File: config.mk
export PLATFORM = sky130hd
export DESIGN_NAME = pix_stream_aligner
export DESIGN_NICKNAME = d
export VERILOG_FILES = /design/src/rtl/pix_stream_aligner.sv
export SDC_FILE = /design/constraint.sdc
export NUM_CORES = 1
export LEC_CHECK = 0
export CAP_MARGIN = 20
export CORE_ASPECT_RATIO = 1.5
export CORE_MARGIN = 2
export CORE_UTILIZATION = 39
export CTS_CLUSTER_SIZE = 40
export DETAILED_ROUTE_END_ITERATION = 8
export PLACE_DENSITY = 0.67
export SLEW_MARGIN = 10
export SYNTH_ARGS = -nofsm -noshare
export SYNTH_HDL_FRONTEND = slang
export SYNTH_SLANG_ARGS = --single-unit
File: constraint.sdc
create_clock -name O_PCLK -period 10.9 [get_ports O_PCLK]
set_clock_uncertainty 0.05 [all_clocks]
set_input_delay 1.635 -clock O_PCLK [delete_from_list [all_inputs] [get_ports O_PCLK]]
set_output_delay 1.635 -clock O_PCLK [all_outputs]
set_load 0.02 [all_outputs]
File: src/rtl/pix_stream_aligner.sv
// Pixel pipeline (pass / gray / threshold / blank) whose timing outputs are aligned LAT cycles behind
// the inputs, plus a frame-geometry lock FSM. Define PIX_STREAM_ALIGNER_ERR_CNT_EN to build the error counter.
module pix_stream_aligner #(
    parameter int LAT  = 3,
    parameter int HACT = 640,
    parameter int VACT = 480
) (
    input  logic                    O_PCLK,
    input  logic                    I_RST,
    input  logic [23:0]             I_PIX_DATA,
    input  logic                    I_VSYNC,
    input  logic                    I_HSYNC,
    input  logic                    I_DE,
    input  logic [1:0]              I_MODE,
    input  logic [7:0]              I_THRESH,
    output logic [23:0]             O_PIX_DATA,
    output logic                    O_VSYNC,
    output logic                    O_HSYNC,
    output logic                    O_DE,
    output logic [$clog2(HACT)-1:0] O_COL,
    output logic [$clog2(VACT)-1:0] O_ROW,
    output logic                    O_LOCKED,
    output logic                    O_LINE_ERR,
    output logic [15:0]             O_ERR_CNT
);

    localparam int CW  = $clog2(HACT);
    localparam int RW  = $clog2(VACT);
    localparam int CCW = $clog2(HACT + 2);
    localparam int RCW = $clog2(VACT + 1);

    typedef enum logic [1:0] {UNLOCKED, WAIT_DE, LOCKED} state_t;

    typedef struct packed {
        logic [23:0]   pix;
        logic          vs;
        logic          hs;
        logic          de;
        logic          lock;
        logic          err;
        logic [CW-1:0] col;
        logic [RW-1:0] row;
    } stage_t;

    function automatic logic [7:0] luma(input logic [23:0] rgb);
        logic [15:0] acc;
        acc = 16'd77 * 16'(rgb[23:16]) + 16'd150 * 16'(rgb[15:8]) + 16'd29 * 16'(rgb[7:0]);
        return acc[15:8];
    endfunction

    function automatic logic [23:0] shade(input logic [1:0] mode, input logic [7:0] thresh,
                                          input logic [23:0] rgb);
        logic [7:0]  y;
        logic [23:0] res;
        y = luma(rgb);
        case (mode)
            2'd0:    res = rgb;
            2'd1:    res = {y, y, y};
            2'd2:    res = (y >= thresh) ? 24'hFFFFFF : 24'h000000;
            default: res = 24'h000000;
        endcase
        return res;
    endfunction

    state_t         state;
    logic           vs_q;
    logic           de_q;
    logic [CCW-1:0] col_cnt;
    logic [RCW-1:0] row_cnt;
    logic           vs_rise;
    logic           de_rise;
    logic           de_fall;
    logic           line_err;
    logic           lock_cur;
    logic [RCW-1:0] row_cur;

    assign vs_rise = I_VSYNC & ~vs_q;
    assign de_rise = I_DE & ~de_q;
    assign de_fall = ~I_DE & de_q;
    // A frame restart coinciding with a line start puts that line at row 0.
    assign row_cur = vs_rise ? '0 : row_cnt;

    always_comb begin
        line_err = 1'b0;
        if (state == LOCKED) begin
            if (de_fall && (col_cnt != CCW'(HACT)))
                line_err = 1'b1;
            if (de_rise && (row_cur == RCW'(VACT)))
                line_err = 1'b1;
        end
    end

    // Lock status that applies to the pixel presented this cycle (the state being entered).
    assign lock_cur = ((state == LOCKED) && !line_err) || ((state == WAIT_DE) && de_rise);

    always_ff @(posedge O_PCLK) begin
        if (I_RST) begin
            state   <= UNLOCKED;
            vs_q    <= 1'b1;
            de_q    <= 1'b0;
            col_cnt <= '0;
            row_cnt <= '0;
        end else begin
            vs_q <= I_VSYNC;
            de_q <= I_DE;
            case (state)
                UNLOCKED: if (vs_rise) state <= WAIT_DE;
                WAIT_DE:  if (de_rise) state <= LOCKED;
                LOCKED:   if (line_err) state <= vs_rise ? WAIT_DE : UNLOCKED;
                default:  state <= UNLOCKED;
            endcase
            if (!lock_cur) begin
                col_cnt <= '0;
                row_cnt <= '0;
            end else begin
                if (!I_DE)
                    col_cnt <= '0;
                else if (col_cnt != CCW'(HACT + 1))
                    col_cnt <= col_cnt + CCW'(1);
                // Line end is counted first; a simultaneous frame restart then wins.
                if (vs_rise)
                    row_cnt <= '0;
                else if (de_fall && (row_cnt != RCW'(VACT)))
                    row_cnt <= row_cnt + RCW'(1);
            end
        end
    end

    // Stage 0: capture pixel, per-pixel controls and geometry together
    logic [23:0]   pix_p0;
    logic [1:0]    mode_p0;
    logic [7:0]    thresh_p0;
    logic          vs_p0;
    logic          hs_p0;
    logic          de_p0;
    logic          lock_p0;
    logic          err_p0;
    logic [CW-1:0] col_p0;
    logic [RW-1:0] row_p0;

    always_ff @(posedge O_PCLK) begin
        if (I_RST) begin
            pix_p0    <= '0;
            mode_p0   <= '0;
            thresh_p0 <= '0;
            vs_p0     <= 1'b0;
            hs_p0     <= 1'b0;
            de_p0     <= 1'b0;
            lock_p0   <= 1'b0;
            err_p0    <= 1'b0;
            col_p0    <= '0;
            row_p0    <= '0;
        end else begin
            pix_p0    <= I_PIX_DATA;
            mode_p0   <= I_MODE;
            thresh_p0 <= I_THRESH;
            vs_p0     <= I_VSYNC;
            hs_p0     <= I_HSYNC;
            de_p0     <= I_DE;
            lock_p0   <= lock_cur;
            err_p0    <= line_err;
            col_p0    <= col_cnt[CW-1:0];
            row_p0    <= row_cur[RW-1:0];
        end
    end

    // Stage 1: pixel processing and DE gating
    logic   de_gated;
    stage_t stage1;

    assign de_gated = de_p0 & lock_p0;

    always_comb begin
        stage1      = '0;
        stage1.vs   = vs_p0;
        stage1.hs   = hs_p0;
        stage1.de   = de_gated;
        stage1.lock = lock_p0;
        stage1.err  = err_p0;
        if (de_gated) begin
            stage1.pix = shade(mode_p0, thresh_p0, pix_p0);
            stage1.col = col_p0;
            stage1.row = row_p0;
        end
    end

    // Stages 1..LAT-1: result register followed by the alignment delay line
    stage_t stg_p [1:LAT-1];

    always_ff @(posedge O_PCLK) begin
        if (I_RST) begin
            for (int i = 1; i < LAT; i++)
                stg_p[i] <= '0;
        end else begin
            stg_p[1] <= stage1;
            for (int i = 2; i < LAT; i++)
                stg_p[i] <= stg_p[i-1];
        end
    end

    stage_t out_q;
    assign out_q = I_RST ? '0 : stg_p[LAT-1];

    assign O_PIX_DATA = out_q.pix;
    assign O_VSYNC    = out_q.vs;
    assign O_HSYNC    = out_q.hs;
    assign O_DE       = out_q.de;
    assign O_COL      = out_q.col;
    assign O_ROW      = out_q.row;
    assign O_LOCKED   = out_q.lock;
    assign O_LINE_ERR = out_q.err;

`ifdef PIX_STREAM_ALIGNER_ERR_CNT_EN
    function automatic logic [15:0] sat_inc(input logic [15:0] v);
        return (v == 16'hFFFF) ? v : v + 16'd1;
    endfunction

    logic [15:0] err_cnt;

    always_ff @(posedge O_PCLK) begin
        if (I_RST)
            err_cnt <= '0;
        else if (stg_p[LAT-1].err)
            err_cnt <= sat_inc(err_cnt);
    end

    assign O_ERR_CNT = I_RST ? 16'h0000 : err_cnt;
`else
    assign O_ERR_CNT = 16'h0000;
`endif

endmodule
==> results.toml <==
[run_status]
status = "complete, no violations"

[place]
numPortBuffers = 86
finalWeightedCongestion = 0.846
hpwlAfterDp_um = 14400

[floorplanning]
core-area_um2 = 23000
die_area_um2 = 24500
die_height_um = 191
fp.dieW_um = 129
ios = 103
start_util_pct = 39.5
rows = 68

[logic_synthesis]
synth_top_flop_cell = "dfxtp_1"
synth_top_cell_area_share_pct = 38.8
netlist_instances = 902
yosysMostFrequentCell = "dfxtp_1"
synthArstFlopShare_pct = 0
synth_area_leaders = "dfxtp_1, ha_1, fa_1"
yosysTopAreaCell = "dfxtp_1"
syn-mean-instance-area_um2 = 10.1
ys_top_cells_by_count = "dfxtp_1, nor2b_1, inv_1, ha_1, fa_1"
synth-seq-cells = 176
synth.yosys.seq_area_share_pct = 38.8
netlist-cell-type-count = 47
syn-cell-area_um2 = 9080
synth_edf_count = 0
yosys_warnings = 0

[final_layout]
drive_above_1_share_pct = 4.91
area_growth_pct = 18.8
nets = 1175
diodes = 0
fin_util_pct = 46.9
fill_cells = 2155

[clock_tree]
clk_path_buf_depth = 2
cts_sinks = 176
clk_latency_ns = 0.44
htreeDepth = 4
post_cts_resized = 0
cts_tree = "done"
hold_buffers = 0
cts_made_buffers = 17
clockRootBuffer = "clkbuf_16"
postCtsSetupBuffers = 0
clk_pin_slew_ns = 0.07

[worst_setup_path]
endpoint = "stg_p[1][34]"
critPathBufInv = 5
crit_path_end_kind = "flip-flop"
cp.depth = 32
critical_path_arrival_ns = 8.26
start_kind = "flip-flop"
worstSetupStartpoint = "pix_p0[14]"
regToRegSetupSlack_ns = 2.87
crit_path_frequent_cell = "ha_1"
r2r-end = "stg_p[1][34]"
crit_type = "reg -> reg"
cp_max_fo = 10
r2r_start = "pix_p0[14]"
critPathSlowestCell = "fa_1"
reg2reg_depth = 32
crit_family = "adder cells"
cp_data_required_time_ns = 11.14
cp_slowest_stage_delay_ns = 0.54

[pwr]
worst_ir_drop_vdd_mv = 0.185
finalPower_mw = 2.28
powerDensity_nw_per_um2 = 211
leakage_nw = 4.89

[sta]
slew_headroom_pct = 41.3
finalSetupTns_ns = 0
final_max_slew_viol_count = 0
rsz0062_at_grt = "no"
hold_ws_ns = 0.382
setup_viol = 0
fmax_mhz = 125
min_period_ns = 8.03
min_period_over_period_pct = 73.6
hold_viol_final = 0
worst_slew_pin_slew_ns = 0.881

[detailed_routing]
viasPerCell = 4.74
routedWlPerCell_um = 14.8
drc = 0
first_pass_iters = 5
num_vias = 6058
ant_nets = 0
drt-total-wl_um = 18900
drt_iter0_drc = 202

[hold_path]
holdCritPathClass = "reg -> reg"

[grt]
antenna_found_initial = 0
grt_pass1_wl_um = 31300
grt_util_all_layers_pct = 16.6
grt_max_degree = 99
grt_pass1_vias = 6307
grt_overflow = 0

[flow_run]
drv_cap = 0
==> routing by layer <==
layer / routed length (µm) / track usage, % / up-vias
li1: - / - / 2996
met1: 7520 / 18.7 / 2890
met2: 10200 / 30.4 / 150
met3: 795 / 3.11 / 22
met4: 340 / 6.69 / 0
met5: 0 / 0 / -
==> sequential cells by signal, summed over array words and instances, names as in the netlist <==
register   flops
vs_p0          1
de_p0          1
col_cnt       10
hs_p0          1
stg_p         96
pix_p0        24
state          2
col_p0        10
row_p0         9
mode_p0        2
lock_p0        1
row_cnt        9
err_p0         1
vs_q           1
thresh_p0      8
==> worst reg2reg max path, delay by kind of cell (launching register included) <==
| kind | cells | cell delay (ns) |
|---|---|---|
| fa+ha+maj | 11 | 4.33 |
| flops | 1 | 0.48 |
| simple gates | 4 | 0.37 |
| buf+inv | 5 | 0.46 |
| compound gates | 10 | 1.81 |
| xor+xnor | 2 | 0.36 |
==> metrics by stage <==
stage                     cells  setup slack (ns)  instance area, µm²
after CTS                  1276              2.68               10800
after global placement     1244              2.88               10100
after global routing       1277              2.24               10800
final                      1277              2.87               10800
after floorplan             917              3.68                9130
after detailed placement   1244              2.70               10100
==> where the power goes <==
part | switching [mW] | leakage (nW) | internal [mW]
Sequential | 0.0175 | 1.43 | 0.652
Combinational | 0.551 | 3.16 | 0.426
Clock | 0.298 | 0.305 | 0.334
==> cell type report <==
type	count	area (µm²)	area share (%)
multi-input cells	588	4980	46.1
flip-flops and latches	176	3520	32.7
repair buffers	89	881	8.17
clock buffers	17	425	3.94
inverters	112	420	3.90
well taps	280	350	3.25
clock inverters	15	208	1.93
==> placed cells by master (no fill, tap or decap), drive strengths merged, types with 4 or more instances in the layout <==
master           n
a211o            4
a21o            13
a21oi           35
a31oi            5
and2             7
and3            25
buf              4
clkbuf          17
clkdlybuf4s50   85
clkinv           8
conb            16
dfxtp          176
fa              55
ha              97
inv            118
nand2           26
nand2b          14
nand3           17
nor2            43
nor2b          151
nor3             5
o21ai           10
o21bai           4
xnor2           16
xor2            16
==> worst min path at each step <==
stage / start / to / slack, ns / depth (start not counted)
2_1_floorplan: err_p0 / stg_p[1][19] / 0.36 / 1
3_3_place_gp: stg_p[1][20] / stg_p[2][20] / 0.37 / 1
3_5_place_dp: stg_p[1][9] / stg_p[2][9] / 0.37 / 1
4_1_cts: stg_p[1][16] / stg_p[2][16] / 0.39 / 1
5_1_grt: stg_p[1][16] / stg_p[2][16] / 0.41 / 1
6_report: stg_p[1][16] / stg_p[2][16] / 0.38 / 1
==> logic make-up after synthesis <==
group,Yosys count,share of synthesized area (%)
adders and majority gates,152,25.5
muxes,1,0.124
xor gates and xnor gates,33,3.34
and+or+nand+nor,301,18.9
buffers and inverters,153,6.99
DFF,176,38.8
other,1,0.0413
AOI/OAI and AO/OA,85,6.31
(Power assumes the default switching activity.)
